## config.mk

```make
export PLATFORM = sky130hd
export DESIGN_NAME = tetris_move_sched
export DESIGN_NICKNAME = d
export VERILOG_FILES = /design/src/rtl/tetris_move_sched.sv
export SDC_FILE = /design/constraint.sdc
export NUM_CORES = 1
export LEC_CHECK = 0
export BUFFER_PORTS_ARGS = -buffer_cell sky130_fd_sc_hd__clkbuf_2
export CAP_MARGIN = 20
export CELL_PAD_IN_SITES_DETAIL_PLACEMENT = 0
export CELL_PAD_IN_SITES_GLOBAL_PLACEMENT = 1
export CORE_ASPECT_RATIO = 0.75
export CORE_UTILIZATION = 43
export DETAILED_ROUTE_END_ITERATION = 12
export HOLD_SLACK_MARGIN = 0.05
export MAX_ROUTING_LAYER = met4
export PLACE_DENSITY = 0.76
export SYNTH_ARGS = -nofsm -noshare
export SYNTH_HDL_FRONTEND = slang
export SYNTH_SLANG_ARGS = --single-unit
```

## constraint.sdc

```tcl
create_clock -name clk -period 2.95 [get_ports clk]
set_input_delay 0.295 -clock clk [delete_from_list [all_inputs] [get_ports clk]]
set_output_delay 0.295 -clock clk [all_outputs]
set_load 0.03 [all_outputs]
```

## src/rtl/tetris_move_sched.sv

```systemverilog
// Motion-command scheduler for the falling piece: gravity timer, rotate edges and
// DAS left/right auto-repeat merged into one prioritised valid/ready command stream.
module tetris_move_sched #(
  parameter int CW         = 24,
  parameter int GRAV_BASE  = 1000000,
  parameter int GRAV_STEP  = 60000,
  parameter int GRAV_MIN   = 100000,
  parameter int DAS_DELAY  = 300000,
  parameter int DAS_REPEAT = 100000
) (
  input  logic          clk,
  input  logic          reset,
  input  logic          enable_i,
  input  logic [3:0]    level_i,
  input  logic          left_i,
  input  logic          right_i,
  input  logic          rotate_i,
  input  logic          drop_i,
  input  logic          lock_i,
  output logic          cmd_valid_o,
  output logic [2:0]    cmd_o,
  input  logic          cmd_ready_i,
  output logic [CW-1:0] grav_period_o
);

  typedef enum logic {IDLE, ISSUE} state_t;

  localparam logic [2:0] CMD_NONE   = 3'd0;
  localparam logic [2:0] CMD_LEFT   = 3'd1;
  localparam logic [2:0] CMD_RIGHT  = 3'd2;
  localparam logic [2:0] CMD_ROTATE = 3'd3;
  localparam logic [2:0] CMD_DOWN   = 3'd4;

  localparam int PW = CW + 4;
  localparam logic [PW-1:0] BASE_W   = PW'(GRAV_BASE);
  localparam logic [PW-1:0] STEP_W   = PW'(GRAV_STEP);
  localparam logic [PW-1:0] MIN_W    = PW'(GRAV_MIN);
  localparam logic [CW-1:0] CNT_ONE  = CW'(1);
  localparam logic [CW-1:0] DLY_LAST = CW'(DAS_DELAY - 1);
  localparam logic [CW-1:0] REP_LAST = CW'(DAS_REPEAT - 1);

  state_t        state_reg, state_next;
  logic          cmd_valid_reg, cmd_valid_next;
  logic [2:0]    cmd_reg, cmd_next;
  logic [CW-1:0] grav_period_reg, period_next;
  logic [CW-1:0] grav_cnt_reg, grav_cnt_next;
  logic [CW-1:0] das_cnt_reg, das_cnt_next;
  logic          das_active_reg, das_active_next;
  logic          das_dir_reg, das_dir_next;
  logic          das_rep_reg, das_rep_next;
  logic          rot_pend_reg, rot_pend_next;
  logic          mv_pend_reg, mv_pend_next;
  logic          mv_dir_reg, mv_dir_next;
  logic          down_pend_reg, down_pend_next;
  logic          left_q_reg, right_q_reg, rot_q_reg;

  logic          left_rise, right_rise, rot_rise;
  logic          grav_fire, mv_fire, mv_fire_dir;
  logic [PW-1:0] grav_dec, grav_raw;

  assign left_rise  = left_i & ~left_q_reg;
  assign right_rise = right_i & ~right_q_reg;
  assign rot_rise   = rotate_i & ~rot_q_reg;

  assign cmd_valid_o   = cmd_valid_reg;
  assign cmd_o         = cmd_reg;
  assign grav_period_o = grav_period_reg;

  // Period is computed wide so a large level*step underflows visibly instead of wrapping.
  always_comb begin
    grav_dec = PW'(level_i) * STEP_W;
    grav_raw = BASE_W - grav_dec;
    if (drop_i || (grav_dec > BASE_W) || (grav_raw < MIN_W))
      period_next = MIN_W[CW-1:0];
    else
      period_next = grav_raw[CW-1:0];
  end

  always_comb begin
    state_next      = state_reg;
    cmd_valid_next  = cmd_valid_reg;
    cmd_next        = cmd_reg;
    grav_cnt_next   = grav_cnt_reg;
    das_cnt_next    = das_cnt_reg;
    das_active_next = das_active_reg;
    das_dir_next    = das_dir_reg;
    das_rep_next    = das_rep_reg;
    rot_pend_next   = rot_pend_reg;
    mv_pend_next    = mv_pend_reg;
    mv_dir_next     = mv_dir_reg;
    down_pend_next  = down_pend_reg;
    grav_fire       = 1'b0;
    mv_fire         = 1'b0;
    mv_fire_dir     = 1'b0;

    if (lock_i || !enable_i) begin
      state_next      = IDLE;
      cmd_valid_next  = 1'b0;
      cmd_next        = CMD_NONE;
      grav_cnt_next   = '0;
      das_cnt_next    = '0;
      das_active_next = 1'b0;
      das_rep_next    = 1'b0;
      rot_pend_next   = 1'b0;
      mv_pend_next    = 1'b0;
      down_pend_next  = 1'b0;
    end else begin
      // >= rather than == so a shortened period fires at once instead of running past it
      if (grav_cnt_reg >= grav_period_reg - CNT_ONE) begin
        grav_fire     = 1'b1;
        grav_cnt_next = '0;
      end else begin
        grav_cnt_next = grav_cnt_reg + CNT_ONE;
      end

      if (left_i && right_i) begin
        das_active_next = 1'b0;
        das_cnt_next    = '0;
        das_rep_next    = 1'b0;
      end else if (left_rise || right_rise) begin
        mv_fire         = 1'b1;
        mv_fire_dir     = right_rise;
        das_active_next = 1'b1;
        das_dir_next    = right_rise;
        das_cnt_next    = '0;
        das_rep_next    = 1'b0;
      end else if (das_active_reg && (das_dir_reg ? right_i : left_i)) begin
        if (das_rep_reg ? (das_cnt_reg == REP_LAST) : (das_cnt_reg == DLY_LAST)) begin
          mv_fire      = 1'b1;
          mv_fire_dir  = das_dir_reg;
          das_cnt_next = '0;
          das_rep_next = 1'b1;
        end else begin
          das_cnt_next = das_cnt_reg + CNT_ONE;
        end
      end else begin
        das_active_next = 1'b0;
        das_cnt_next    = '0;
        das_rep_next    = 1'b0;
      end

      rot_pend_next  = rot_pend_reg | rot_rise;
      down_pend_next = down_pend_reg | grav_fire;
      if (mv_fire) begin
        mv_pend_next = 1'b1;
        mv_dir_next  = mv_fire_dir;
      end

      // A flag is consumed when its command is captured, so an event during ISSUE re-arms it.
      case (state_reg)
        IDLE: begin
          if (rot_pend_next) begin
            cmd_next       = CMD_ROTATE;
            rot_pend_next  = 1'b0;
            cmd_valid_next = 1'b1;
            state_next     = ISSUE;
          end else if (mv_pend_next) begin
            cmd_next       = mv_dir_next ? CMD_RIGHT : CMD_LEFT;
            mv_pend_next   = 1'b0;
            cmd_valid_next = 1'b1;
            state_next     = ISSUE;
          end else if (down_pend_next) begin
            cmd_next       = CMD_DOWN;
            down_pend_next = 1'b0;
            cmd_valid_next = 1'b1;
            state_next     = ISSUE;
          end
        end
        ISSUE: begin
          if (cmd_ready_i) begin
            cmd_valid_next = 1'b0;
            cmd_next       = CMD_NONE;
            state_next     = IDLE;
          end
        end
        default: state_next = IDLE;
      endcase
    end
  end

  always_ff @(posedge clk or posedge reset) begin
    if (reset) begin
      state_reg       <= IDLE;
      cmd_valid_reg   <= 1'b0;
      cmd_reg         <= CMD_NONE;
      grav_period_reg <= BASE_W[CW-1:0];
      grav_cnt_reg    <= '0;
      das_cnt_reg     <= '0;
      das_active_reg  <= 1'b0;
      das_dir_reg     <= 1'b0;
      das_rep_reg     <= 1'b0;
      rot_pend_reg    <= 1'b0;
      mv_pend_reg     <= 1'b0;
      mv_dir_reg      <= 1'b0;
      down_pend_reg   <= 1'b0;
      left_q_reg      <= 1'b0;
      right_q_reg     <= 1'b0;
      rot_q_reg       <= 1'b0;
    end else begin
      state_reg       <= state_next;
      cmd_valid_reg   <= cmd_valid_next;
      cmd_reg         <= cmd_next;
      grav_period_reg <= period_next;
      grav_cnt_reg    <= grav_cnt_next;
      das_cnt_reg     <= das_cnt_next;
      das_active_reg  <= das_active_next;
      das_dir_reg     <= das_dir_next;
      das_rep_reg     <= das_rep_next;
      rot_pend_reg    <= rot_pend_next;
      mv_pend_reg     <= mv_pend_next;
      mv_dir_reg      <= mv_dir_next;
      down_pend_reg   <= down_pend_next;
      left_q_reg      <= left_i;
      right_q_reg     <= right_i;
      rot_q_reg       <= rotate_i;
    end
  end

endmodule

```

# Word-level counts from Yosys, hierarchy flattened
# Index checks and enable logic that the tools add are counted.
# totals
regBits	87
inputBits	13
out_inout_bits	28
word_cells	112
# op_classes
n_addsub	4
multipliers	1
order_cmp	3
eq_ne	6
mux	62
bitwise	11
n_reduce_logical	9
# ops
cell	count
$mux 24	8
$add 24x1->24 const B	2
$mux 1	45
$lt 28x17->1 const B	1
$eq 24x17->1 const B	1
$eq 24x19->1 const B	1
$ge 24x24->1	1
$sub 24x1->24 const B	1
$sub 20x20->21 const A	1
$gt 20x20->1 const B	1
$mul 4x11->15 const B	1
$mux 3	5
$not 1->1	6
$pmux 3 s2	1
$ne 5x4->1 const B	1
$ne 5x5->1 const B	1
$logic_or 1x1->1	4
$ne 4x4->1 const B	1
$pmux 1 s2	2
$and 1x1->1	3
$ne 3x2->1 const B	1
$reduce_and 3->1	1
$logic_and 1x1->1	2
$mux 2	1
3 further kinds	4

# Logic depth before layout (Yosys ltp)
# depth
depth_word	14
mapped_depth	15
mapped_depth_nobuf	14

# Least setup slack after synthesis
# No wires, ideal clock.
# synth_timing
path_type	input-to-reg
start	in level_i[1]
end	reg grav_period_reg[13] (netlist: grav_period_o[13])
setup_time_ns	0.067
arrival_ns	3.626
required_time_ns	2.883
path_slack_ns	-0.742
stages	14
n_path_buf	1
path_cell_list	inv_1 -> fa_1 -> inv_1 -> ha_1 -> ha_1 -> clkbuf_1 -> nand2b_1 -> o221ai_1 -> a211o_1 -> or3_1 -> a211o_1 -> a22o_1 -> a41oi_4 -> and3_1
# synth_between
elab_chain_cells	5
elab_cells_between_ends	7
cone_classes	1 x add/sub; 1 x mul; 2 x order compare; 1 x mux; 2 x reduce/logical
# synth_rtl
item	line_no	rtl
start, declared	14	input logic [3:0] level_i,
$mul 4x11->15 (*)	71	grav_dec = PW'(level_i) * STEP_W;
$sub 20x20->21 / $gt 20x20->1 (equally long branches)	72, 73	
$lt 28x17->1 / $logic_or 1x1->1 (equally long branches)	73	if (drop_i || (grav_dec > BASE_W) || (grav_raw < MIN_W))
$logic_or 1x1->1	73	
$mux 24 (*)	73	
named net period_next[13]	45	logic [CW-1:0] grav_period_reg, period_next;
end signal, assigned	186	grav_period_reg <= BASE_W[CW-1:0];
end signal, assigned	203	grav_period_reg <= period_next;
end, declared	45	
# Mark *: on every way through the listed nets, which the timed path passes. The rest lies on a longest branch.
# A chain may end at the register's enable or synchronous reset.

# Worst setup path after layout
# Ends and elaborated chain as after synthesis.

==> results.ini <==
[status]
status=finished with violations
failed_checks=setup timing

[synth]
synth_ff_type=dfrtp_1
synth_top_family_by_area=simple AND/OR/NAND/NOR gates
avgSynthCellArea_um2=9.24
synth-edff-count=0
yosys_warnings=0
synth_compound_area_frac=0.168
synth_simple_gate_area_share=0.221
synth_fa_ha_area_frac=0.109
synth.yosys.seq_area_share=0.346
synthArstFlopShare=1.00
syn_inst=621
ys_seq_elements=79
synth_area_um2=5740
synthMuxAreaShare=0
synthXorXnorAreaFrac=0.114
synthDistinctLibCells=76

[worst_setup_path]
worstPathCellList=clkbuf_16 > clkinvlp_4 > fa_1 > inv_2 > ha_4 > ha_4 > or3b_4 > o221ai_2 > a211o_1 > or3_1 > a211o_1 > a22o_1 > a41oi_4 > and3_1
crit_type=in -> reg
rrSetupSlack_ns=-0.22
crit_fanout=7
worstPathRequired_ns=3.23
crit_start=level_i[1]
crit_family=compound AO/OA/AOI/OAI gates
regToRegStartpoint=grav_period_o[11]
slowest_stage=fa_1
endpoint=grav_period_o[13]
timing.rr.end=cmd_valid_o
r2r_cells=14
cpPeakStageDelay_ns=0.55
crit_buf_inv=3
cp.arrival_ns=3.53
start_kind=primary input
critPathCaptureType=flop
crit_cells=14

[power]
pwr-share-seq=0.286
power_switching_mw=1.60
netSwitchingFraction=0.361
vdd_drop_max_v=0.000398
clkPwrFrac=0.265
pwr-share-comb=0.449
p_int_mw=2.82
cellLeakagePower_nw=3.56
power.density_nw_per_um2=532

[cells_and_area]
area.growth.synth_to_final_pct=44.9
regArea_um2=1990
antenna_cells=0
final_cells=969
drive_gt1_frac=0.411
multi_input_area_um2=4290
fillers=1059
final_nets=855
mostFrequentLayoutCell=buf_4
final_cell_mix=125 x buf_4, 72 x dfrtp_1, 54 x nor2_1

[global_routing]
first_global_vias=5132
overflow=0
grt.total_usage=0.231
grt_start_max_net_pins=38
antenna_found_initial=0
grt_pass1_wl_mm=24.6

[placed_design]
place.gp.congestion=0.894
portBuffers=35
dp_hpwl_mm=10.7
dp_cells=922

[sta]
finalSetupViolCount=43
fin_skew_ns=0.00696
fin_crit_ns=3.25
slew_viol_final=0
relSlewSlack=0.552
whs_ns=0.0704
setup_tns_ns=-6.97
setup_ws_ns=-0.301
period_share=1.10
hold_viol_final=0
rsz0062_at_grt=yes
fmax_mhz=308
worstMarginPinSlew_ns=0.667

[clocking]
cts_tree=done
cts.sinks=79
clockRootBuffer=clkbuf_16
cts-buffers-inserted=9
clockBufferDepth=2
cts_max_level=3
clkLatencyLatePin_ns=0.35
clk_pin_slew_worst_paths_ns=0.06

[detailed_routing]
vias=5156
dr.pass1.iters=7
first_iter_violations=230
ant_nets=0
via_per_inst=5.32
wirelength_mm=15.0
wl_per_cell_um=15.5
drc=0

[floorplanning]
core_um2=13000
dieHeight_um=102
initial_utilization=0.441
rows=36
die_w_um=135
num_io_pins=41
dieArea_um2=13800

[worst_hold_path]
hold_class=in -> reg

[flow_run]
drv_cap=0

power by group through the flow:
stage | combinational [mW] | sequential, mW | clock, mW
finish | 1.98 | 1.26 | 1.17
global route | 2.14 | 1.27 | 1.24
CTS | 1.82 | 1.26 | 1.20
detailed placement | 1.60 | 1.26 | 0
global placement | 1.57 | 1.26 | 0
floorplan | 0.833 | 1.39 | 0
repair_timing:
item / 4_1_cts / 5_1_grt
pin swaps: 80 / 39
gates resized for setup: 92 / 71
cloned: 2 / 0
hold buffers: 1 / 0
endpoints found under the hold margin: 11 / 0
endpoints found under the setup margin: 46 / 46
buffers inserted: 16 / 13
cell type report:
type,instances,area share
inverters,22,0.0107
multi-input cells,499,0.516
well taps,171,0.0257
clock inverters,7,0.0105
repair buffers,182,0.172
clock buffers,9,0.0271
flip-flops and latches,79,0.239
stage by stage:
step / setup WS (ns) / power [mW] / util / cell area (um^2)
2_1_floorplan: -0.512 / 2.22 / - / 5880
3_3_place_gp: -0.770 / 2.82 / 0.537 / 6980
3_5_place_dp: -0.851 / 2.86 / 0.537 / 6980
4_1_cts: -0.328 / 4.28 / 0.605 / 7880
5_1_grt: -0.391 / 4.65 / 0.639 / 8320
6_report: -0.301 / 4.42 / 0.639 / 8320
cell usage after synthesis, drive strengths merged, types with 8 or more instances:
cell	number	area, um^2
and3	12	80.1
nor2	79	297
xor2	38	333
a21oi	24	143
nand3	27	135
dfrtp	72	1800
nand2	36	135
nor3	21	110
a211oi	9	77.6
a21o	17	129
ha	47	588
nand2b	13	81.3
nand4	20	131
xnor2	36	323
buf	17	118
inv	22	82.6
o21ai	19	95.1
clkbuf	8	30.0
per-layer routing:
metal,global-route usage,wire length (um)
met1,0.310,7340
met2,0.359,6990
met3,0.0382,502
met4,0.0605,161
met5,-,0
worst min path at each step:
| stage | start | to | cells after the start |
|---|---|---|---|
| detailed placement | reset | das_cnt_reg[10] | 2 |
| finish | rotate_i | rot_q_reg | 1 |
| floorplan | left_i | left_q_reg | 0 |
| global placement | reset | das_cnt_reg[10] | 2 |
| CTS | rotate_i | rot_q_reg | 1 |
| global route | rotate_i | rot_q_reg | 1 |
cells by family (layout without fill, tap and decap cells):
family | count (synthesis) | after routing
adder cells (fa/ha/maj) | 49 | 49
flip-flops | 79 | 79
buffers and inverters | 47 | 220
AO/OA/AOI/OAI | 121 | 121
other | 1 | 5
XOR/XNOR | 74 | 74
AND/OR/NAND/NOR | 250 | 250
Note: power is estimated with default switching activity, not from simulation.
